File: src/rtl/uart_pkg.sv
// Shared UART definitions: FSM state encoding and default bit timing,
// used by both the echo transmitter and the receiver.
package uart_pkg;

    typedef enum logic [1:0] {
        IDLE  = 2'b00,
        START = 2'b01,
        DATA  = 2'b10,
        STOP  = 2'b11
    } uart_state_t;

    localparam int unsigned BIT_CNT_MAX_DEFAULT  = 104;
    localparam int unsigned BIT_CNT_HALF_DEFAULT = 52;

    // Serial bytes leave LSB first, so the shift register always moves right.
    function automatic logic [7:0] lsb_shift(input logic [7:0] value);
        return {1'b0, value[7:1]};
    endfunction

endpackage

File: src/rtl/uart_tx_fifo.sv
// Small byte FIFO with a registered occupancy count. A write that meets a
// full count is dropped and flagged with a one-cycle overflow pulse.
module uart_tx_fifo
    import uart_pkg::*;
#(
    parameter int FIFO_DEPTH = 4
) (
    input  logic       clock,
    input  logic       reset,
    input  logic       push,
    input  logic [7:0] push_data,
    input  logic       pop,
    output logic [7:0] head_data,
    output logic       empty,
    output logic       full,
    output logic       overflow
);

    localparam int PTR_W = $clog2(FIFO_DEPTH);
    localparam int CNT_W = PTR_W + 1;

    logic [7:0]       mem_r [FIFO_DEPTH];
    logic [PTR_W-1:0] wr_ptr_r;
    logic [PTR_W-1:0] rd_ptr_r;
    logic [CNT_W-1:0] count_r;
    logic [CNT_W-1:0] count_nx_s;
    logic             overflow_r;
    logic             full_s;
    logic             empty_s;
    logic             push_ok_s;
    logic             pop_ok_s;

    // Full is taken from the registered count, so a pop on the same edge
    // never frees room for a write.
    assign full_s    = (count_r == CNT_W'(FIFO_DEPTH));
    assign empty_s   = (count_r == {CNT_W{1'b0}});
    assign push_ok_s = push & ~full_s;
    assign pop_ok_s  = pop & ~empty_s;

    // Next occupancy from the accepted push/pop pair.
    always_comb begin
        count_nx_s = count_r;
        case ({push_ok_s, pop_ok_s})
            2'b10:   count_nx_s = count_r + CNT_W'(1);
            2'b01:   count_nx_s = count_r - CNT_W'(1);
            default: count_nx_s = count_r;
        endcase
    end

    // Pointers, count and overflow pulse.
    always_ff @(posedge clock or negedge reset) begin
        if (!reset) begin
            wr_ptr_r   <= {PTR_W{1'b0}};
            rd_ptr_r   <= {PTR_W{1'b0}};
            count_r    <= {CNT_W{1'b0}};
            overflow_r <= 1'b0;
        end else begin
            if (push_ok_s) begin
                wr_ptr_r <= wr_ptr_r + PTR_W'(1);
            end
            if (pop_ok_s) begin
                rd_ptr_r <= rd_ptr_r + PTR_W'(1);
            end
            count_r    <= count_nx_s;
            overflow_r <= push & full_s;
        end
    end

    // Storage array; contents are only meaningful under the count.
    always_ff @(posedge clock) begin
        if (push_ok_s) begin
            mem_r[wr_ptr_r] <= push_data;
        end
    end

    assign head_data = mem_r[rd_ptr_r];
    assign empty     = empty_s;
    assign full      = full_s;
    assign overflow  = overflow_r;

endmodule

File: src/rtl/uart_tx_echo.sv
// 8N1 UART transmitter that echoes received bytes back to the host,
// buffering bytes that arrive while a frame is on the line.
module uart_tx_echo
    import uart_pkg::*;
#(
    parameter int BIT_CNT_MAX = BIT_CNT_MAX_DEFAULT,
    parameter int FIFO_DEPTH  = 4
) (
    input  logic       clock,
    input  logic       reset,
    input  logic [7:0] data_in,
    input  logic       data_valid,
    output logic       tx,
    output logic       busy,
    output logic       fifo_full,
    output logic       overflow
);

    localparam int BIT_W = $clog2(BIT_CNT_MAX + 1);

    uart_state_t      state_r;
    uart_state_t      state_nx_s;
    logic [BIT_W-1:0] bit_cnt_r;
    logic [BIT_W-1:0] bit_cnt_nx_s;
    logic [2:0]       data_cnt_r;
    logic [2:0]       data_cnt_nx_s;
    logic [7:0]       shreg_r;
    logic [7:0]       shreg_nx_s;
    logic             tx_r;
    logic             tx_nx_s;
    logic             pop_s;
    logic             counter_end_s;
    logic             fifo_empty_s;
    logic             fifo_full_s;
    logic             fifo_overflow_s;
    logic [7:0]       fifo_head_s;

    uart_tx_fifo #(
        .FIFO_DEPTH (FIFO_DEPTH)
    ) u_fifo (
        .clock     (clock),
        .reset     (reset),
        .push      (data_valid),
        .push_data (data_in),
        .pop       (pop_s),
        .head_data (fifo_head_s),
        .empty     (fifo_empty_s),
        .full      (fifo_full_s),
        .overflow  (fifo_overflow_s)
    );

    assign counter_end_s = (bit_cnt_r == BIT_W'(BIT_CNT_MAX));

    // Bit timer: parked at zero while idle, otherwise wraps every bit period.
    always_comb begin
        bit_cnt_nx_s = bit_cnt_r;
        if (state_r == IDLE) begin
            bit_cnt_nx_s = {BIT_W{1'b0}};
        end else if (counter_end_s) begin
            bit_cnt_nx_s = {BIT_W{1'b0}};
        end else begin
            bit_cnt_nx_s = bit_cnt_r + BIT_W'(1);
        end
    end

    // Frame sequencing; tx is computed one edge ahead so the pin is a flop.
    always_comb begin
        state_nx_s    = state_r;
        tx_nx_s       = tx_r;
        shreg_nx_s    = shreg_r;
        data_cnt_nx_s = data_cnt_r;
        pop_s         = 1'b0;
        case (state_r)
            IDLE: begin
                if (!fifo_empty_s) begin
                    pop_s         = 1'b1;
                    shreg_nx_s    = fifo_head_s;
                    data_cnt_nx_s = 3'd0;
                    tx_nx_s       = 1'b0;
                    state_nx_s    = START;
                end else begin
                    tx_nx_s = 1'b1;
                end
            end
            START: begin
                if (counter_end_s) begin
                    tx_nx_s    = shreg_r[0];
                    shreg_nx_s = lsb_shift(shreg_r);
                    state_nx_s = DATA;
                end else begin
                    tx_nx_s = 1'b0;
                end
            end
            DATA: begin
                if (counter_end_s) begin
                    if (data_cnt_r == 3'd7) begin
                        tx_nx_s    = 1'b1;
                        state_nx_s = STOP;
                    end else begin
                        tx_nx_s       = shreg_r[0];
                        shreg_nx_s    = lsb_shift(shreg_r);
                        data_cnt_nx_s = data_cnt_r + 3'd1;
                    end
                end else begin
                    tx_nx_s = tx_r;
                end
            end
            STOP: begin
                if (counter_end_s) begin
                    if (!fifo_empty_s) begin
                        // Chain straight into the next start bit, no idle gap.
                        pop_s         = 1'b1;
                        shreg_nx_s    = fifo_head_s;
                        data_cnt_nx_s = 3'd0;
                        tx_nx_s       = 1'b0;
                        state_nx_s    = START;
                    end else begin
                        tx_nx_s    = 1'b1;
                        state_nx_s = IDLE;
                    end
                end else begin
                    tx_nx_s = 1'b1;
                end
            end
            default: begin
                tx_nx_s    = 1'b1;
                state_nx_s = IDLE;
            end
        endcase
    end

    // State, timer, shifter and line register.
    always_ff @(posedge clock or negedge reset) begin
        if (!reset) begin
            state_r    <= IDLE;
            bit_cnt_r  <= {BIT_W{1'b0}};
            data_cnt_r <= 3'd0;
            shreg_r    <= 8'h00;
            tx_r       <= 1'b1;
        end else begin
            state_r    <= state_nx_s;
            bit_cnt_r  <= bit_cnt_nx_s;
            data_cnt_r <= data_cnt_nx_s;
            shreg_r    <= shreg_nx_s;
            tx_r       <= tx_nx_s;
        end
    end

    assign tx        = tx_r;
    assign busy      = (state_r != IDLE) | ~fifo_empty_s;
    assign fifo_full = fifo_full_s;
    assign overflow  = fifo_overflow_s;

endmodule
File: config.mk
export PLATFORM = sky130hd
export DESIGN_NAME = uart_tx_echo
export DESIGN_NICKNAME = d
export VERILOG_FILES = /design/src/rtl/uart_pkg.sv /design/src/rtl/uart_tx_fifo.sv /design/src/rtl/uart_tx_echo.sv
export SDC_FILE = /design/constraint.sdc
export NUM_CORES = 1
export LEC_CHECK = 0
export BUFFER_PORTS_ARGS = -buffer_cell sky130_fd_sc_hd__buf_4
export CORE_ASPECT_RATIO = 1.4
export CORE_MARGIN = 3
export CORE_UTILIZATION = 55
export CTS_CLUSTER_SIZE = 25
export DETAILED_ROUTE_END_ITERATION = 10
export PLACE_DENSITY = 0.85
export SKIP_CTS_REPAIR_TIMING = 1
export SLEW_MARGIN = 15
export SYNTH_ARGS = -nofsm -noshare
export SYNTH_HDL_FRONTEND = slang
export SYNTH_HIERARCHICAL = 1
export SYNTH_SLANG_ARGS = --single-unit
export TNS_END_PERCENT = 5
File: constraint.sdc
create_clock -name clock -period 2.8 [get_ports clock]
set_input_delay 0.56 -clock clock [delete_from_list [all_inputs] [get_ports clock]]
set_output_delay 0.56 -clock clock [all_outputs]
set_load 0.1 [all_outputs]
=== Word level (Yosys, flattened, before mapping) ===
Memory sizes are Yosys's and may differ from the RTL's.
Cells that the tools add are included.

* Muxes and demuxes: 32
* Add/subtract/negate cells: 6
* Eq/ne operators: 14
* Magnitude comparators: 0
* Bitwise logic cells: 6
* Reductions and logical operators: 8
* Shift operators: 0
* $mul: 0
* Div/mod/pow operators: 0

{| class="wikitable"
|+ Operators with widths
! operator !! number
|-
| two-way mux 8 bit || 5
|-
| one-hot mux 8 bit (4 select lines) || 1
|-
| two-way mux 7 bit || 2
|-
| two-way mux 3 bit || 4
|-
| inequality test 2 bit (second input constant) || 6
|-
| two-way mux 1 bit || 10
|-
| two-way mux 2 bit || 5
|-
| one-hot mux 3 bit (3 select lines) || 1
|-
| one-hot mux 2 bit (4 select lines) || 1
|-
| AND reduction 4 bit || 2
|-
| adder 7 x 1 -> 7 bit (second input constant) || 1
|-
| equality test 7 bit (second input constant) || 1
|-
| adder 3 x 1 -> 3 bit (second input constant) || 2
|-
| equality test 2 bit (second input constant) || 3
|-
| equality test 3 bit (second input constant) || 2
|-
| one-hot mux 3 bit (2 select lines) || 1
|-
| AND reduction 5 bit || 1
|-
| adder 2 x 1 -> 2 bit (second input constant) || 2
|-
| equality test 2 x 1 -> 1 bit (second input constant) || 2
|-
| one-hot mux 1 bit (4 select lines) || 1
|-
| nonzero test 2 bit || 2
|-
| AND 1 bit || 3
|-
| logical NOT 3 bit || 1
|-
| nonzero test 3 bit || 1
|-
| 5 further kinds || 6
|}

* Output and inout port bits: 4
* Bits of input ports: 11
* Bits in read-only memories: 0
* Memories kept: 1
* Register bits after elaboration: 29
* Logic and storage cells: 76
* Bits in writable memories: 32
* Latch bits: 0

{| class="wikitable"
|+ Memory list
! name !! depth !! width !! rd ports !! clocked after Yosys merged registers in !! wr ports !! RTL line !! text
|-
| u_fifo.mem_r || 4 || 8 || 1 || 0 || 1 || uart_tx_fifo.sv:22 || <nowiki>logic [7:0] mem_r [FIFO_DEPTH];</nowiki>
|}

=== Logic depth before layout (Yosys ltp) ===
* Depth in word-level cells: 7
* Mapped depth: 12
* Depth with buffers taken out: 12

=== Hierarchy ===
Netlist, hierarchy kept.

{| class="wikitable"
|+ By module, submodules not included
! module !! area each (um2) !! times used !! cells an instance
|-
| uart_tx_fifo || 1,615.3 || 1 || 82
|-
| uart_tx_echo || 1,355.0 || 1 || 142
|}

=== Worst setup path after synthesis ===
OpenSTA, ideal clock, no wires.

* Kind: reg-to-reg
* From: register state_r[0]
* To: register u_fifo.count_r[2]
* Arrival: 2.521 ns
* Data required time: 2.721 ns
* Cell stages (with the launch flop): 13
* Slack: 0.200 ns
* Period minus slack after synthesis: 2.600 ns
* Cells stage by stage: dfrtp_1 inv_1 ha_1 clkbuf_1 clkbuf_1 nor3_1 o31a_2 ha_1 inv_1 fa_1 xor2_1 nor2_1 xor2_1

* Longest elaborated chain between the ends: 5
* Elaborated cells on any way between the ends: 8
* Those cells by class: eq/ne: 3; mux: 2; bitwise: 1; reduce/logical: 2

{| class="wikitable"
|+ RTL lines
! element !! RTL line !! text
|-
| start, declared || uart_tx_echo.sv:21 || <nowiki>uart_state_t state_r;</nowiki>
|-
| start signal, assigned || uart_tx_echo.sv:141 || <nowiki>state_r <= state_nx_s;</nowiki>
|-
| equality test 2 bit / logical NOT 2 bit (equally long branches) || uart_tx_echo.sv:73 || <nowiki>case (state_r)</nowiki>
|-
| one-hot mux 1 bit (2 select lines) (*) || uart_tx_echo.sv:73 ||
|-
| net pop_s || uart_tx_echo.sv:31 || <nowiki>logic pop_s;</nowiki>
|-
| AND 1 bit (*) || uart_tx_fifo.sv:38 || <nowiki>assign pop_ok_s = pop & ~empty_s;</nowiki>
|-
| net u_fifo.pop_ok_s || uart_tx_fifo.sv:31 || <nowiki>logic pop_ok_s;</nowiki>
|-
| equality test 2 x 1 -> 1 bit / equality test 2 bit (equally long branches) || uart_tx_fifo.sv:43 || <nowiki>case ({push_ok_s, pop_ok_s})</nowiki>
|-
| one-hot mux 3 bit (2 select lines) / nonzero test 2 bit (equally long branches) || - ||
|-
| end signal, assigned || uart_tx_fifo.sv:55 || <nowiki>count_r <= {CNT_W{1'b0}};</nowiki>
|-
| end signal, assigned || uart_tx_fifo.sv:64 || <nowiki>count_r <= count_nx_s;</nowiki>
|-
| end, declared || uart_tx_fifo.sv:25 || <nowiki>logic [CNT_W-1:0] count_r;</nowiki>
|}

Mark *: on every way through the listed nets, which the timed path passes. The rest lies on a longest branch.
A chain may end at the register's enable or synchronous reset.

=== Worst setup path after layout ===
* From: register bit_cnt_r[0]
* To: register u_fifo.count_r[2]

* Longest elaborated chain between the ends: 6
* Elaborated cells on any way between the ends: 8
* Those cells by class: eq/ne: 3; mux: 3; bitwise: 1; reduce/logical: 1

{| class="wikitable"
|+ RTL lines
! element !! RTL line !! text
|-
| start, declared || uart_tx_echo.sv:23 || <nowiki>logic [BIT_W-1:0] bit_cnt_r;</nowiki>
|-
| start signal, assigned || uart_tx_echo.sv:136 || <nowiki>bit_cnt_r <= {BIT_W{1'b0}};</nowiki>
|-
| start signal, assigned || uart_tx_echo.sv:142 || <nowiki>bit_cnt_r <= bit_cnt_nx_s;</nowiki>
|-
| equality test 7 bit (*) || uart_tx_echo.sv:52 || <nowiki>assign counter_end_s = (bit_cnt_r == BIT_W'(BIT_CNT_MAX));</nowiki>
|-
| two-way mux 1 bit (*) || uart_tx_echo.sv:109 || <nowiki>if (counter_end_s) begin</nowiki>
|-
| one-hot mux 1 bit (2 select lines) (*) || uart_tx_echo.sv:73 ||
|-
| net pop_s || uart_tx_echo.sv:31 ||
|-
| AND 1 bit (*) || uart_tx_fifo.sv:38 ||
|-
| net u_fifo.pop_ok_s || uart_tx_fifo.sv:31 ||
|-
| equality test 2 x 1 -> 1 bit / equality test 2 bit (equally long branches) || uart_tx_fifo.sv:43 ||
|-
| one-hot mux 3 bit (2 select lines) / nonzero test 2 bit (equally long branches) || - ||
|}

Marks and branches as above.

==> flow_metrics.tcl <==
set metrics [dict create \
    status "finished clean" \
    fin_cells 314 \
    pwr-share-seq_pct 49.6 \
    cp.arrival_ns 2.79 \
    cts_inserted_buffers 9 \
    gr-total-overflow 0 \
    area_growth_pct 12.3 \
    fin_hold_ws_ns 0.138 \
    grt_pass1_vias 1920 \
    dieArea_um2 6330 \
    fin_skew_ns 0.00845 \
    crit_path_start_kind "register" \
    rows 31 \
    cts_tree "done" \
    internal-power_mw 1.66 \
    post-dp-hpwl_mm 3.24 \
    netlist_instances 224 \
    cts.clk_slew.worst_paths_ns 0.08 \
    diodes 0 \
    maxSlewHeadroom_pct 61.5 \
    tightest_slew_ns 0.578 \
    rsz0062_at_grt "no" \
    sw_frac_of_total_pct 28.4 \
    synth-edff-count 32 \
    required_ns 3.06 \
    grt_max_degree 30 \
    drcViolationCount 0 \
    drive_above_1_share_pct 23.8 \
    p_comb_share_pct 17.2 \
    power.density_nw_per_um2 697 \
    switchingPower_uw 660 \
    ys.flop_type "edfxtp_1" \
    finalHoldViolCount 0 \
    grt.total_usage_pct 17.5 \
    clock.fmax_mhz 395 \
    syn_nets 250 \
    ys_seq_elements 61 \
    synth_seq_area_share_pct 56.8 \
    fill_cells 397 \
    pwr-share-clk_pct 33.2 \
    wl_per_cell_um 15.2 \
    cts.path.max_buffers 2 \
    h-tree-depth 3 \
    initial_utilization_pct 57.1 \
    tns_ns 0 \
    finish.utilization_pct 64.2 \
    fin_crit_sh_pct 90.4 \
    syn-cell-area_um2 2970 \
    yosys_warnings 6 \
    grt_pass1_wl_mm 8.25 \
    synth-async-reset-ratio_pct 47.5 \
    ios 15 \
    synthDistinctLibCells 45 \
    io_buffers 14 \
    postRouteAntennaNets 0 \
    clockRootBuffer "clkbuf_8" \
    design_area_um2 3340 \
    gp_congestion 0.827 \
    crit_path_end_kind "register" \
    totalWireLength_mm 4.78 \
    setup_viol 0 \
    dp.cells 298 \
    slew_violations 0 \
    period_minus_slack_ns 2.53 \
    p_leak_nw 1.41 \
    r2r_cells 12 \
    clock_latency_ns 0.33 \
    fp.dieH_um 93.0 \
    cts.sinks 61 \
    vdd_ir_drop_max_mv 0.837 \
    critical_path_class "register to register" \
    initialDrtViolationCount 121 \
    nets 269 \
    core_area_um2 5200 \
    maxCapViolCount 0 \
    place_area_um2 3140 \
    worst_hold_path_type "input pin to asynchronous set/reset pin" \
    viasPerCell 5.63 \
    antenna_found_initial 0 \
    crit_fanout 5 \
    die_w_um 68.1 \
    syn_avg_cell_area_um2 13.3 \
    drt_pass1_iterations 4 \
    vias 1769 \
]
-- power groups by stage --
stage	Combinational [mW]	Sequential, mW	Clock [mW]
2_1_floorplan	0.283	1.17	0
5_1_grt	0.441	1.17	0.830
3_5_place_dp	0.408	1.17	0
4_1_cts	0.408	1.15	0.795
6_report	0.400	1.15	0.772
3_3_place_gp	0.396	1.17	0
-- synthesized netlist by cell type (3+ instances only) --
library cell | number | area share [%]
and3b_1 | 6 | 1.8
nand2b_1 | 4 | 0.84
nand3_1 | 6 | 1.0
and3_2 | 4 | 1.0
xnor2_1 | 4 | 1.2
nor3_1 | 4 | 0.67
a31oi_1 | 3 | 0.63
o21ai_0 | 4 | 0.67
ha_1 | 14 | 5.9
nor2_1 | 9 | 1.1
mux4_2 | 8 | 6.1
edfxtp_1 | 32 | 32
dfrtp_1 | 28 | 24
mux2i_1 | 4 | 1.3
or3b_2 | 6 | 1.8
buf_2 | 3 | 0.51
nand2_1 | 13 | 1.6
clkbuf_1 | 4 | 0.51
a22oi_1 | 7 | 1.8
xor2_1 | 7 | 2.1
or3_1 | 3 | 0.63
a211o_1 | 7 | 2.1
inv_1 | 17 | 2.1
-- metal layers --
metal	vias up	track usage, %	wire length [um]	share of wire [%]
met1	877	20.6	2000	42
met4	0	8.29	78	1.6
li1	853	-	-	-
met3	7	5.46	175	3.7
met5	-	0	0	0
met2	32	28.4	2530	53
-- final cells by class --
class	count	area (um^2)	share of cell area, %
repair buffers	17	128	3.83
multi-input cells	137	1170	35.2
well taps	66	82.6	2.48
clock inverters	7	76.3	2.29
clock buffers	9	124	3.71
inverters	17	63.8	1.91
flip-flops and latches	61	1690	50.6
-- kinds of logic (layout without fill, tap and decap cells) --
family | after synthesis | after routing | synth area share, %
and+or+nand+nor | 67 | 67 | 13.7
DFF | 61 | 61 | 56.8
AOI/OAI and AO/OA | 30 | 30 | 7.67
buffers and inverters | 26 | 50 | 3.66
adders and majority gates | 15 | 15 | 6.57
muxes | 14 | 14 | 8.30
xor gates and xnor gates | 11 | 11 | 3.24
-- per-stage QoR --
stage	worst slack [ns]	power (mW)
after floorplan	0.200	1.45
after global placement	0.402	1.56
after detailed placement	0.273	1.58
after CTS	0.266	2.36
after global routing	0.113	2.44
final	0.268	2.32
-- worst max-delay path, stage by stage (launching register included) --
cell	delay, ns
dfrtp_1	0.43
inv_1	0.08
ha_1	0.16
and4b_1	0.31
a31oi_1	0.13
nor3_1	0.15
o31a_2	0.20
ha_1	0.18
inv_1	0.06
fa_1	0.37
xor2_1	0.15
nor2_1	0.11
xor2_1	0.15
-- flip-flops by register name (all words and copies together), names as in the netlist --
signal           cells
u_fifo/mem_r        32
shreg_r              8
bit_cnt_r            7
data_cnt_r           3
u_fifo/count_r       3
state_r              2
u_fifo/rd_ptr_r      2
u_fifo/wr_ptr_r      2
tx                   1
u_fifo/overflow      1
-- final timing paths --
path	start	to	slack, ns
min	reset	state_r[0]	0.14
max in group asynchronous	reset	tx	2.36
max reg2reg	bit_cnt_r[0]	u_fifo/count_r[2]	0.27
max	bit_cnt_r[0]	u_fifo/count_r[2]	0.27
min reg2reg	shreg_r[2]	shreg_r[2]	0.51
min in group clock	data_in[4]	u_fifo/mem_r[1][4]	0.42
-- placed cells by master (no fill, tap or decap), drive strengths merged, types with 2 or more instances in the layout --
cell type / Yosys / layout
clkbuf: 4 / 9
nand2: 13 / 13
nor2: 9 / 9
clkinv: 0 / 4
nor3: 4 / 4
nand4b: 2 / 2
nand2b: 4 / 4
or3: 3 / 3
ha: 14 / 14
xnor2: 4 / 4
o21ai: 4 / 4
buf: 5 / 17
a31oi: 3 / 3
inv: 17 / 17
mux4: 8 / 8
or3b: 8 / 8
a211o: 7 / 7
o2bb2ai: 2 / 2
nor2b: 2 / 2
and2: 3 / 3
mux2: 2 / 2
and3b: 6 / 6
edfxtp: 32 / 32
mux2i: 4 / 4
nand3: 6 / 6
xor2: 7 / 7
clkinvlp: 0 / 2
a22oi: 7 / 7
and3: 6 / 6
a21oi: 2 / 2
dfrtp: 28 / 28
(Power assumes the default switching activity.)
